===== src/rtl/cpu_seq_ctrl.sv =====
// cpu_seq_ctrl: multicycle fetch/decode/execute sequencer for the 16-bit CPU.
// Ports: clk/resetn, run, mem_ready, instr in; datapath strobes, done/busy/illegal, state out.
module cpu_seq_ctrl #(
  parameter int NREG         = 8,
  parameter bit ILLEGAL_HALT = 1'b1
) (
  input  logic            clk,
  input  logic            resetn,
  input  logic            run,
  input  logic            mem_ready,
  input  logic [15:0]     instr,
  output logic            ir_load,
  output logic            pc_inc,
  output logic            pc_load,
  output logic            pc_out,
  output logic            imm_out,
  output logic [NREG-1:0] r_out,
  output logic [NREG-1:0] r_in,
  output logic            a_load,
  output logic            g_load,
  output logic            g_out,
  output logic [1:0]      alu_op,
  output logic            done,
  output logic            busy,
  output logic            illegal,
  output logic [2:0]      state
);

  typedef enum logic [2:0] {
    IDLE   = 3'd0,
    FETCH  = 3'd1,
    DECODE = 3'd2,
    EXEC   = 3'd3,
    ALU0   = 3'd4,
    ALU1   = 3'd5,
    ALU2   = 3'd6,
    HALT   = 3'd7
  } state_t;

  typedef struct packed {
    logic [3:0] op;
    logic [2:0] rx;
    logic [2:0] ry;
  } ir_t;

  state_t cur, nxt;
  ir_t    ir;

  logic unused_bits;
  assign unused_bits = ^{instr[11], instr[7], instr[3:0]};

  // Out-of-range indices select nothing.
  function automatic logic [NREG-1:0] sel(input logic [2:0] idx);
    logic [NREG-1:0] v;
    v = '0;
    for (int i = 0; i < NREG; i++)
      v[i] = (int'(idx) == i);
    return v;
  endfunction

  always_ff @(posedge clk or negedge resetn) begin
    if (!resetn) begin
      cur <= IDLE;
      ir  <= '0;
    end else begin
      cur <= nxt;
      if (cur == FETCH && mem_ready) begin
        ir.op <= instr[15:12];
        ir.rx <= instr[10:8];
        ir.ry <= instr[6:4];
      end
    end
  end

  logic is_exec, is_alu;
  logic [1:0] aop;

  always_comb begin
    is_exec = 1'b0;
    is_alu  = 1'b0;
    aop     = 2'b00;
    unique case (1'b1)
      (ir.op == 4'd0),
      (ir.op == 4'd1),
      (ir.op == 4'd5),
      (ir.op == 4'd6): is_exec = 1'b1;
      (ir.op == 4'd2): is_alu  = 1'b1;
      (ir.op == 4'd3): begin
        is_alu = 1'b1;
        aop    = 2'b01;
      end
      (ir.op == 4'd4): begin
        is_alu = 1'b1;
        aop    = 2'b10;
      end
      default: ;
    endcase
  end

  always_comb begin
    nxt     = cur;
    ir_load = 1'b0;
    pc_inc  = 1'b0;
    pc_load = 1'b0;
    pc_out  = 1'b0;
    imm_out = 1'b0;
    r_out   = '0;
    r_in    = '0;
    a_load  = 1'b0;
    g_load  = 1'b0;
    g_out   = 1'b0;
    alu_op  = 2'b00;
    done    = 1'b0;
    illegal = 1'b0;
    unique case (cur)
      IDLE: if (run) nxt = FETCH;
      FETCH: begin
        if (mem_ready) begin
          ir_load = 1'b1;
          pc_inc  = 1'b1;
          nxt     = DECODE;
        end
      end
      DECODE: begin
        if (is_exec) begin
          nxt = EXEC;
        end else if (is_alu) begin
          nxt = ALU0;
        end else begin
          illegal = 1'b1;
          if (ILLEGAL_HALT) begin
            nxt = HALT;
          end else begin
            done = 1'b1;
            nxt  = run ? FETCH : IDLE;
          end
        end
      end
      EXEC: begin
        done = 1'b1;
        nxt  = run ? FETCH : IDLE;
        unique case (ir.op)
          4'd0: begin
            imm_out = 1'b1;
            r_in    = sel(ir.rx);
          end
          4'd1: begin
            r_out = sel(ir.ry);
            r_in  = sel(ir.rx);
          end
          4'd5: begin
            pc_out = 1'b1;
            r_in   = sel(ir.rx);
          end
          4'd6: begin
            r_out   = sel(ir.rx);
            pc_load = 1'b1;
          end
          default: ;
        endcase
      end
      ALU0: begin
        r_out  = sel(ir.rx);
        a_load = 1'b1;
        nxt    = ALU1;
      end
      ALU1: begin
        r_out  = sel(ir.ry);
        g_load = 1'b1;
        alu_op = aop;
        nxt    = ALU2;
      end
      ALU2: begin
        g_out  = 1'b1;
        r_in   = sel(ir.rx);
        alu_op = aop;
        done   = 1'b1;
        nxt    = run ? FETCH : IDLE;
      end
      HALT: nxt = HALT;
      default: nxt = IDLE;
    endcase
  end

  assign busy  = (cur != IDLE) && (cur != HALT);
  assign state = cur;

  a_one_driver: assert property (
    @(posedge clk) disable iff (!resetn)
    $onehot0({pc_out, imm_out, g_out, r_out})
  );

endmodule


===== config.mk =====
export PLATFORM = sky130hd
export DESIGN_NAME = cpu_seq_ctrl
export DESIGN_NICKNAME = d
export VERILOG_FILES = /design/src/rtl/cpu_seq_ctrl.sv
export SDC_FILE = /design/constraint.sdc
export NUM_CORES = 1
export LEC_CHECK = 0
export BUFFER_PORTS_ARGS = -buffer_cell sky130_fd_sc_hd__buf_2
export CORE_MARGIN = 4
export CORE_UTILIZATION = 40
export CTS_CLUSTER_DIAMETER = 80
export DETAILED_ROUTE_END_ITERATION = 6
export GPL_ROUTABILITY_DRIVEN = 0
export PLACE_DENSITY = 0.75
export SLEW_MARGIN = 20
export SYNTH_ARGS = -nofsm -noshare
export SYNTH_HDL_FRONTEND = slang
export SYNTH_SLANG_ARGS = --single-unit
export TNS_END_PERCENT = 1

===== constraint.sdc =====
create_clock -name clk -period 1.3 [get_ports clk]
set_input_delay 0.065 -clock clk [delete_from_list [all_inputs] [get_ports clk]]
set_output_delay 0.065 -clock clk [all_outputs]
set_load 0.02 [all_outputs]

==> results of run 1 <==
## worst max-delay path, cell delays in order (launching register included)
cell     delay, ps
dfrtp_2        420
and2b_4        300
and3_4         230
nor2_4          70
o32ai_4        230
buf_6          160
## worst paths after layout
| path | endpoint | depth (start not counted) | slack [ps] |
|---|---|---|---|
| worst max-delay path | r_out[4] | 5 | -460 |
| worst min-delay path | ir[1] | 2 | 10 |
| worst max register to register | ir[9] | 4 | -130 |
| worst min register to register | ir[5] | 1 | 570 |
| max in group asynchronous | state[0] | 2 | 860 |
| min in group asynchronous | ir[6] | 2 | 190 |
## stage by stage
step	util	setup TNS [ps]	cell area [um^2]
global placement	0.703	-2560	1600
detailed placement	0.703	-3090	1600
finish	0.799	-9910	1820
global route	0.799	-12670	1820
CTS	0.772	-9810	1760
floorplan	-	-4160	1190
## layout by cell type (no fill, tap or decap), drive strengths merged, types with 2 or more instances in the layout
master,synthesis,final
nand2,8,8
nor2,15,15
nor3,2,2
and3,2,2
o22ai,5,5
o21ai,5,5
dlygate4sd3,0,6
a31o,2,2
or2,2,2
buf,8,69
and2b,2,2
nor4b,2,2
clkbuf,0,3
nand3,2,2
mux2,11,11
nand2b,12,12
dfrtp,13,13
nor4,2,2
o32ai,4,4
## metal layers
metal	track usage	share of wire	vias up
met3	0.0379	0.045	2
met2	0.360	0.54	24
li1	-	-	534
met5	0	0	-
met1	0.233	0.40	532
met4	0.0662	0.0056	0
## Yosys cell counts, drive strengths merged
cell type	number
a21bo	1
a21oi	1
a22o	1
a31o	2
a31oi	1
and2	1
and2b	2
and3	2
and3b	1
and4bb	1
buf	8
dfrtp	13
mux2	11
nand2	8
nand2b	12
nand3	2
nand3b	1
nor2	15
nor2b	1
nor3	2
nor3b	1
nor4	2
nor4b	2
o21a	1
o21ai	5
o22ai	5
o32ai	4
or2	2
xnor2	1
## registers in the layout (all words and copies together), names as in the netlist
register,cells
state,3
ir,10
## power by group
part           internal (W)  total, W  switching (W)
Combinational       0.00167   0.00325        0.00157
Clock              0.000114  0.000261       0.000147
Sequential         0.000622  0.000900       0.000278
## layout make-up
| cell class | instances | share of cell area |
|---|---|---|
| clock inverter | 1 | 0.00275 |
| tap | 28 | 0.0193 |
| timing repair buffer | 75 | 0.318 |
| clock buffer | 3 | 0.0124 |
| multi-input combinational | 88 | 0.466 |
| sequential | 13 | 0.181 |
## kinds of logic (layout without fill, tap and decap cells)
| kind of cell | after synthesis | in the layout |
|---|---|---|
| flops | 13 | 13 |
| xor+xnor | 1 | 1 |
| buf+inv | 8 | 79 |
| compound gates | 21 | 21 |
| simple gates | 55 | 55 |
| mux | 11 | 11 |
## what timing repair did
item                       4_1_cts  5_1_grt
hold buffers                     1        5
pin swaps                       11        6
hold endpoints to repair        13        5
gates resized for setup         38        4
setup endpoints to repair       40       40
gates cloned                     0        0
==> metrics.csv, run 1 <==
stage,metric,value,unit
status,status,"finished, violations left",
status,violations,setup timing,
final_layout,multi_input_area,848,um^2
sta,period_needed,1760,ps
routing,vias,1092,
routing,wl_per_cell,15.4,um
final_layout,diodes,0,
critical_path,crit_path_start,state[2],
power_and_ir_drop,p_per_area,2420,mW/mm^2
logic_synthesis,synth-compound-area-share,0.148,
clocking,clkSlewWorstSetupHoldPaths,90,ps
flow_run,drv_cap,0,
sta,hold_ws,12.9,ps
clocking,cts_tree,built,
logic_synthesis,synth.distinct_cells,38,
floorplan,die_x,57.7,um
sta,max_freq,567,MHz
logic_synthesis,ys_seq_elements,13,
logic_synthesis,synth_fa_ha_area_frac,0,
logic_synthesis,avgSynthCellArea,9.07,um^2
critical_path,cp.arrival,1700,ps
logic_synthesis,synthMuxAreaShare,0.125,
power_and_ir_drop,finalPower,0.00441,W
clocking,cts-root-buf,clkbuf_4,
clocking,cts_setup_buffers,0,
floorplan,start_util,0.434,
routing,drc,0,
routing,dr.pass1.iters,4,
critical_path,worstPathMaxFanout,5,
grt,grt_max_degree,14,
grt,grt_pass1_vias,1106,
clocking,cts_buffers,3,
sta,finalCritPeriodShare,1.36,
grt,grt_pass1_wl,5.18,mm
hold_path,hold_path_startpoint,instr[5],
floorplan,rows,17,
power_and_ir_drop,cellLeakagePower,0.814,nW
power_and_ir_drop,vdd_ir_drop_max,1.79,mV
logic_synthesis,synthSimpleGateAreaFrac,0.330,
sta,setup_violations,39,
hold_path,hold_class,input pin to flop,
critical_path,start_kind,flop,
critical_path,critPathRequiredTime,1240,ps
sta,fin_skew,4.94,ps
routing,ant_nets,0,
routing,wirelength,3.20,mm
clocking,h-tree-depth,1,
logic_synthesis,synth_top_cell_area_share,0.329,
sta,worst_pin_slew,294,ps
grt,overflow,0,
floorplan,die_y,57.7,um
logic_synthesis,synth-seq-area-share,0.329,
logic_synthesis,synth_cells,109,
final_layout,seq_area,329,um^2
logic_synthesis,synth_area,988,um^2
clocking,cts_sinks,13,
clocking,clockBufferDepth,2,
clocking,clock_latency,280,ps
logic_synthesis,yosys.area.top_type,dfrtp_1,
floorplan,die-area,0.00333,mm^2
sta,rsz0062_at_grt,true,
logic_synthesis,synth-xor-area-share,0.00886,
critical_path,critPathCaptureType,primary output,
logic_synthesis,synth_area_leaders,"dfrtp_1, mux2_2, nand2b_1",
critical_path,crit_type,flop to primary output,
logic_synthesis,yosysWarnings,0,
final_layout,fin_nets,201,
grt,antenna_found_initial,0,
placement,place_inst,198,
floorplan,core_area,0.00228,mm^2
placement,dp_slack,-190,ps
final_layout,fillers,157,
sta,hold_viol_final,0,
final_layout,area_delta_synth_final,84.1,%
final_layout,final_cells,208,
sta,relSlewSlack,0.804,
logic_synthesis,synth_top_family_by_area,simple AND/OR/NAND/NOR gates,
grt,grtUsageTotal,0.199,
sta,slew_violations,0,
floorplan,ioPinCount,52,
routing,vias_per_cell,5.25,
logic_synthesis,syn-num-nets,129,
placement,portBuffers,45,
sta,setup_ws,-463,ps
final_layout,drive_above_1_share,0.650,
critical_path,reg2reg_from,state[1],
placement,dpl.hpwl,2.38,mm
routing,dr.first_iter.drc_count,32,
(Power assumes the default switching activity.)
==> run 2, diff against run 1 <==
--- a/config.mk
+++ b/config.mk
@@ -14,3 +14,2 @@
 export PLACE_DENSITY = 0.75
-export SLEW_MARGIN = 20
 export SYNTH_ARGS = -nofsm -noshare
==> constraint.sdc (replaced) <==
create_clock -name clk -period 1.3 [get_ports clk]
set_input_delay 0.13 -clock clk [delete_from_list [all_inputs] [get_ports clk]]
set_output_delay 0.13 -clock clk [all_outputs]
set_load 0.02 [all_outputs]
==> run 2 against run 1 <==
  * The flow still finishes with violations (setup timing)
  * Sequential cell count unchanged
  * Cell count decreased by 4.3%
  * Clock-buffer cell count unchanged
  * Routed wire length grew 1.7%
  * Sequential share of layout area up 0.89 points
  * Worst setup slack got worse by 51 ps
  * Worst hold slack better by 54 ps
  * Non-clock buffer count down 9
  * Combinational power fell by 3%
  * First-iteration DRC count shrank 28%
  * Global-route usage grew 0.78 points
  * Clock power down 3%
  * Largest cell class unchanged
  * Highest routed layer unchanged
==> metrics.csv, run 2 (synthesized netlist as in run 1, its figures left out) <==
stage,metric,value,unit
status,status,"finished, violations left",
status,violations,setup timing,
power_and_ir_drop,cellLeakagePower,0.758,nW
sta,max_freq,551,MHz
clocking,clkSlewWorstSetupHoldPaths,90,ps
sta,hold_viol_final,0,
sta,fin_skew,9.47,ps
hold_path,holdPathStages,2,
critical_path,crit_path_start,state[2],
clocking,h-tree-depth,1,
hold_path,hold_class,input pin to flop,
sta,finalCritPeriodShare,1.40,
final_layout,fin_nets,192,
floorplan,die_y,57.7,um
sta,slew_violations,0,
sta,setup_violations,40,
clocking,cts_sinks,13,
grt,antenna_found_initial,0,
critical_path,cp.arrival,1680,ps
routing,vias,1107,
floorplan,core_area,0.00228,mm^2
sta,rsz0062_at_grt,true,
power_and_ir_drop,p_per_area,2490,mW/mm^2
sta,relSlewSlack,0.778,
grt,grt_max_degree,14,
routing,dr.first_iter.drc_count,23,
critical_path,path_buf_inv,1,
critical_path,slowest_delay,430,ps
routing,drt-met1-wl,1.31,mm
floorplan,ioPinCount,52,
flow_run,drv_cap,0,
routing,wl_met2,1.74,mm
clocking,cts_buffers,3,
clocking,clockBufferDepth,2,
critical_path,worstPathMaxFanout,5,
final_layout,drive_above_1_share,0.678,
clocking,clock_latency,280,ps
final_layout,fillers,149,
final_layout,largest_reg_flops,10,
routing,wl_per_cell,16.3,um
critical_path,crit_type,flop to primary output,
critical_path,critPathCaptureType,primary output,
grt,overflow,0,
sta,worst_pin_slew,333,ps
critical_path,cp_top_family,simple AND/OR/NAND/NOR gates,
routing,wirelength,3.25,mm
final_layout,seq_area,330,um^2
grt,grt_pass1_wl,5.36,mm
clocking,cts-root-buf,clkbuf_4,
grt,grtUsageTotal,0.206,
sta,setup_ws,-515,ps
routing,vias_per_cell,5.56,
critical_path,start_kind,flop,
sta,period_needed,1810,ps
floorplan,rows,17,
placement,dpl.hpwl,2.36,mm
placement,portBuffers,45,
sta,hold_ws,66.6,ps
routing,ant_nets,0,
final_layout,layout_commonest_cell,buf_4,
routing,dr.pass1.iters,4,
critical_path,r2r_cells,4,
grt,grt_pass1_vias,1101,
critical_path,reg2reg_from,state[1],
final_layout,area_delta_synth_final,76.1,%
routing,drc,0,
critical_path,cpMaxStageDelayCell,dfrtp_2,
hold_path,hold_path_startpoint,instr[5],
routing,met3_length,148,um
critical_path,cp_num_cells,5,
clocking,cts_tree,built,
critical_path,crit_chain,and2b_4 > a31o_4 > nand3_4 > nor4b_4 > buf_4,
final_layout,layout_common_cells,"buf_4, buf_2, nor2_1, buf_6",
placement,dp_slack,-237,ps
final_layout,diodes,0,
floorplan,die-area,0.00333,mm^2
power_and_ir_drop,vdd_ir_drop_max,1.63,mV
critical_path,critPathRequiredTime,1170,ps
routing,dr.max_layer_used,met4,
final_layout,multi_input_area,843,um^2
final_layout,regMostFlops,ir,
floorplan,die_x,57.7,um
floorplan,start_util,0.434,
[run 2: changes by cell type in the layout (fill, tap and decap cells not counted), sizes merged]
cell / previous run / this run
dlygate4sd3: 6 / 1
buf: 69 / 65
[run 2: path summary, 6_finish.rpt]
check                      slack (ps)  endpoint
hold / removal                     70     ir[1]
setup reg to reg                 -200     ir[4]
min in group asynchronous         260     ir[1]
hold reg to reg                   590     ir[0]
max in group asynchronous         790  state[1]
setup / recovery                 -510   r_in[1]
[run 2: cell type report]
class                           count  share of cell area
Clock buffer                        3              0.0129
Clock inverter                      1             0.00288
Multi-Input combinational cell     88               0.485
Sequential cell                    13               0.190
Tap cell                           28              0.0201
Timing Repair Buffer               66               0.290
[run 2: what timing repair did]
item,CTS,global route
endpoints found under the hold margin,13,0
endpoints found under the setup margin,41,41
buffers inserted,1,0
pin swaps,6,4
hold buffers,1,0
resized for setup,40,13
[run 2: power breakdown]
| part | internal [W] | switching (W) |
|---|---|---|
| Clock | 0.000114 | 0.000140 |
| Sequential | 0.000625 | 0.000305 |
| Combinational | 0.00155 | 0.00160 |
| Total | 0.00229 | 0.00204 |
[run 2: stage by stage]
step | std cells | power [W] | util | setup TNS [ps] | cell area, um^2
global route | 199 | 0.00461 | 0.765 | -15510 | 1740
finish | 199 | 0.00433 | 0.765 | -12070 | 1740
detailed placement | 193 | 0.00363 | 0.670 | -4530 | 1530
CTS | 199 | 0.00415 | 0.747 | -11980 | 1700
global placement | 193 | 0.00353 | 0.670 | -4000 | 1530
floorplan | 109 | 0.00279 | - | -5050 | 1170
[run 2: routing by layer]
metal / vias up / GRT usage
met1: 544 / 0.249
li1: 520 / -
met2: 35 / 0.365
met3: 8 / 0.0379
met4: 0 / 0.0728
met5: - / 0
==> run 3, diff against run 2 <==
- ABC_AREA: default -> 1
- CORE_UTILIZATION: 40 -> 45
- CTS_BUF_LIST: default -> sky130_fd_sc_hd__clkbuf_4 sky130_fd_sc_hd__clkbuf_8
- PLACE_DENSITY: 0.75 -> 0.79
- RECOVER_POWER: default -> 100
==> run 3 against run 2 <==
  * The flow still finishes with violations (setup timing)
  * Clock skew shrank 2.4 ps
  * Largest cell class unchanged
  * Cell count grew 51%
  * Clock-buffer cell count grew 1
  * Critical endpoint is now r_out[1]
  * Synthesized cell count grew 82%
  * Die area grew 9.0%
  * Area after synthesis grew 24%
==> metrics.csv, run 3 <==
stage,metric,value,unit
sta,max_freq,604,MHz
hold_path,hold_class,input pin to flop,
routing,wirelength,3.72,mm
sta,worst_pin_slew,677,ps
floorplan,die_y,60.3,um
routing,vias,1545,
logic_synthesis,yosys.area.top_type,dfrtp_1,
power_and_ir_drop,vdd_ir_drop_max,1.72,mV
critical_path,critPathRequiredTime,1170,ps
final_layout,layout_common_cells,"nand2_1, buf_4, nand2_2, buf_2, nor2_1",
grt,antenna_found_initial,0,
sta,relSlewSlack,0.549,
critical_path,worstPathMaxFanout,8,
status,violations,setup timing,
logic_synthesis,synth_most_common_cell,nand2_1,
sta,setup_violations,29,
logic_synthesis,synth-seq-area-share,0.265,
power_and_ir_drop,finalPower,0.00446,W
critical_path,crit_path_start,ir[8],
sta,rsz0062_at_grt,true,
logic_synthesis,synth_area_leaders,"dfrtp_1, nand2_1, nor2_1",
routing,dr.pass1.iters,4,
logic_synthesis,synth_commonest_cells,"nand2_1, nor2_1, nand3_1",
critical_path,critPathCaptureType,primary output,
clocking,clock_latency,280,ps
final_layout,fin_nets,291,
sta,period_needed,1660,ps
placement,place_inst,289,
final_layout,diodes,0,
routing,wl_per_cell,12.4,um
logic_synthesis,async_flop_share,1.00,
power_and_ir_drop,p_switching,0.00232,W
logic_synthesis,yosysWarnings,0,
final_layout,drive_above_1_share,0.544,
power_and_ir_drop,combPwrFrac,0.726,
power_and_ir_drop,intPower,0.00214,W
critical_path,r2r_cells,6,
routing,ant_nets,0,
critical_path,start_kind,flop,
clocking,clockBufferDepth,2,
critical_path,crit_type,flop to primary output,
sta,setup_ws,-356,ps
logic_synthesis,synth_cells,198,
final_layout,largest_reg_flops,10,
floorplan,start_util,0.483,
logic_synthesis,synthFlopType,dfrtp_1,
power_and_ir_drop,seq_power_share,0.212,
placement,dpl.hpwl,2.66,mm
status,status,"finished, violations left",
logic_synthesis,ys_seq_elements,13,
clocking,cts-root-buf,clkbuf_4,
critical_path,cpMaxStageDelayCell,dfrtp_2,
final_layout,regMostFlops,ir,
critical_path,worst-r2r-setup-slack,20,ps
clocking,cts_buffers,3,
critical_path,crit_chain,buf_6 > nor3_4 > buf_12 > nand2_1 > nand2_1 > nand2_1 > nand2_2 > buf_6,
sta,fin_skew,7.07,ps
routing,dr.first_iter.drc_count,65,
grt,overflow,0,
critical_path,reg2reg_from,state[2],
grt,grtUsageTotal,0.223,
final_layout,area_delta_synth_final,60.5,%
floorplan,rows,18,
critical_path,reg2reg_to,ir[3],
floorplan,core_area,0.00254,mm^2
power_and_ir_drop,p_sw_frac,0.520,
final_layout,layout_commonest_cell,nand2_1,
placement,portBuffers,45,
critical_path,worstSetupEndpoint,r_out[1],
sta,hold_viol_final,0,
floorplan,die_x,60.3,um
clocking,cts_sinks,13,
logic_synthesis,synth.distinct_cells,24,
routing,vias_per_cell,5.15,
grt,grt_pass1_wl,6.14,mm
grt,grt_pass1_vias,1441,
logic_synthesis,synth_top_cell_area_share,0.265,
floorplan,die-area,0.00363,mm^2
grt,grt_max_degree,16,
power_and_ir_drop,cellLeakagePower,1.02,nW
sta,finalCritPeriodShare,1.27,
critical_path,slowest_delay,430,ps
power_and_ir_drop,clkPwrFrac,0.062,
critical_path,cp.arrival,1530,ps
final_layout,final_cells,300,
logic_synthesis,synth-edff-count,0,
power_and_ir_drop,p_per_area,2260,mW/mm^2
flow_run,drv_cap,0,
clocking,h-tree-depth,1,
critical_path,crit_top_cell,nand2_1,
sta,setup_tns,-7850,ps
sta,slew_violations,0,
routing,drc,0,
logic_synthesis,syn-num-nets,218,
clocking,cts_tree,built,
logic_synthesis,synth_area,0.00123,mm^2
clocking,clkSlewWorstSetupHoldPaths,80,ps
floorplan,ioPinCount,52,
logic_synthesis,avgSynthCellArea,6.21,um^2
-- run 3: cell count changes after synthesis, moves of 4 or more --
cell	delta
nor3_2	+5
o22ai_1	-5
nand2_1	+74
nor2_1	+7
nand3_1	+14
mux2_2	-10
inv_1	+9
a22oi_1	+7
nand2b_1	-12
inv_2	+11
o21ai_2	+4
o21ai_1	+5
o32ai_1	-4
-- run 3: final cells by class --
cell class / count / area, um^2
clock buffer: 4 / 30.0
multi-input combinational: 159 / 905
timing repair buffer: 73 / 568
fill: 192 / 573
sequential: 13 / 335
tap: 30 / 37.5
inverter: 21 / 96.3
-- run 3: power by group through the flow --
stage / sequential [W] / combinational [W] / clock (W)
after floorplan: 0.000949 / 0.00169 / 0
after global placement: 0.000918 / 0.00261 / 0
after detailed placement: 0.000929 / 0.00265 / 0
after CTS: 0.000927 / 0.00295 / 0.000282
after global routing: 0.000985 / 0.00355 / 0.000297
final: 0.000946 / 0.00324 / 0.000275
-- run 3: what timing repair did --
action / 4_1_cts / 5_1_grt
resized for setup: 39 / 28
endpoints found under the hold margin: 13 / 0
gates cloned: 0 / 0
buffers inserted: 2 / 4
endpoints found under the setup margin: 29 / 41
hold buffers: 1 / 0
pin swaps: 4 / 6
-- run 3: metrics by stage --
step | area, um^2 | setup slack, ps | hold slack [ps] | util
after floorplan | 1300 | -17.8 | -166 | -
after global placement | 1680 | -100 | 27.9 | 0.660
after detailed placement | 1680 | -105 | 28.3 | 0.660
after CTS | 1870 | -339 | 44.0 | 0.734
after global routing | 1970 | -446 | 58.8 | 0.775
final | 1970 | -356 | 48.2 | 0.775
-- run 3: kinds of logic after synthesis --
group           count (synthesis)  synth area share
buf+inv                        26             0.103
simple gates                  139             0.524
compound gates                 20             0.108
flops                          13             0.265
-- run 3: metal layers --
metal  up-vias  track usage  wire length (um)  share of wire
met4         0        0.101                95          0.026
met5         -            0                 0              0
met1       701        0.289              1520           0.41
met2        49        0.370              1900           0.51
li1        785            -                 -              -
met3        10       0.0216               206          0.055
-- run 3: how the worst min path moves through the flow --
| stage | from | endpoint | slack [ps] | cells after the start |
|---|---|---|---|---|
| final | instr[13] | ir[7] | 50 | 3 |
| after CTS | instr[13] | ir[7] | 40 | 3 |
| after detailed placement | resetn | ir[6] | 30 | 1 |
| after global routing | instr[13] | ir[7] | 60 | 3 |
| after global placement | resetn | ir[6] | 30 | 1 |
| after floorplan | resetn | ir[0] | -170 | 0 |
-- run 3: worst max-delay path: cells and delay by family (launching register included) --
family,cells,cell delay [ps]
buffers and inverters,3,390
AND/OR/NAND/NOR,5,430
flip-flops,1,430
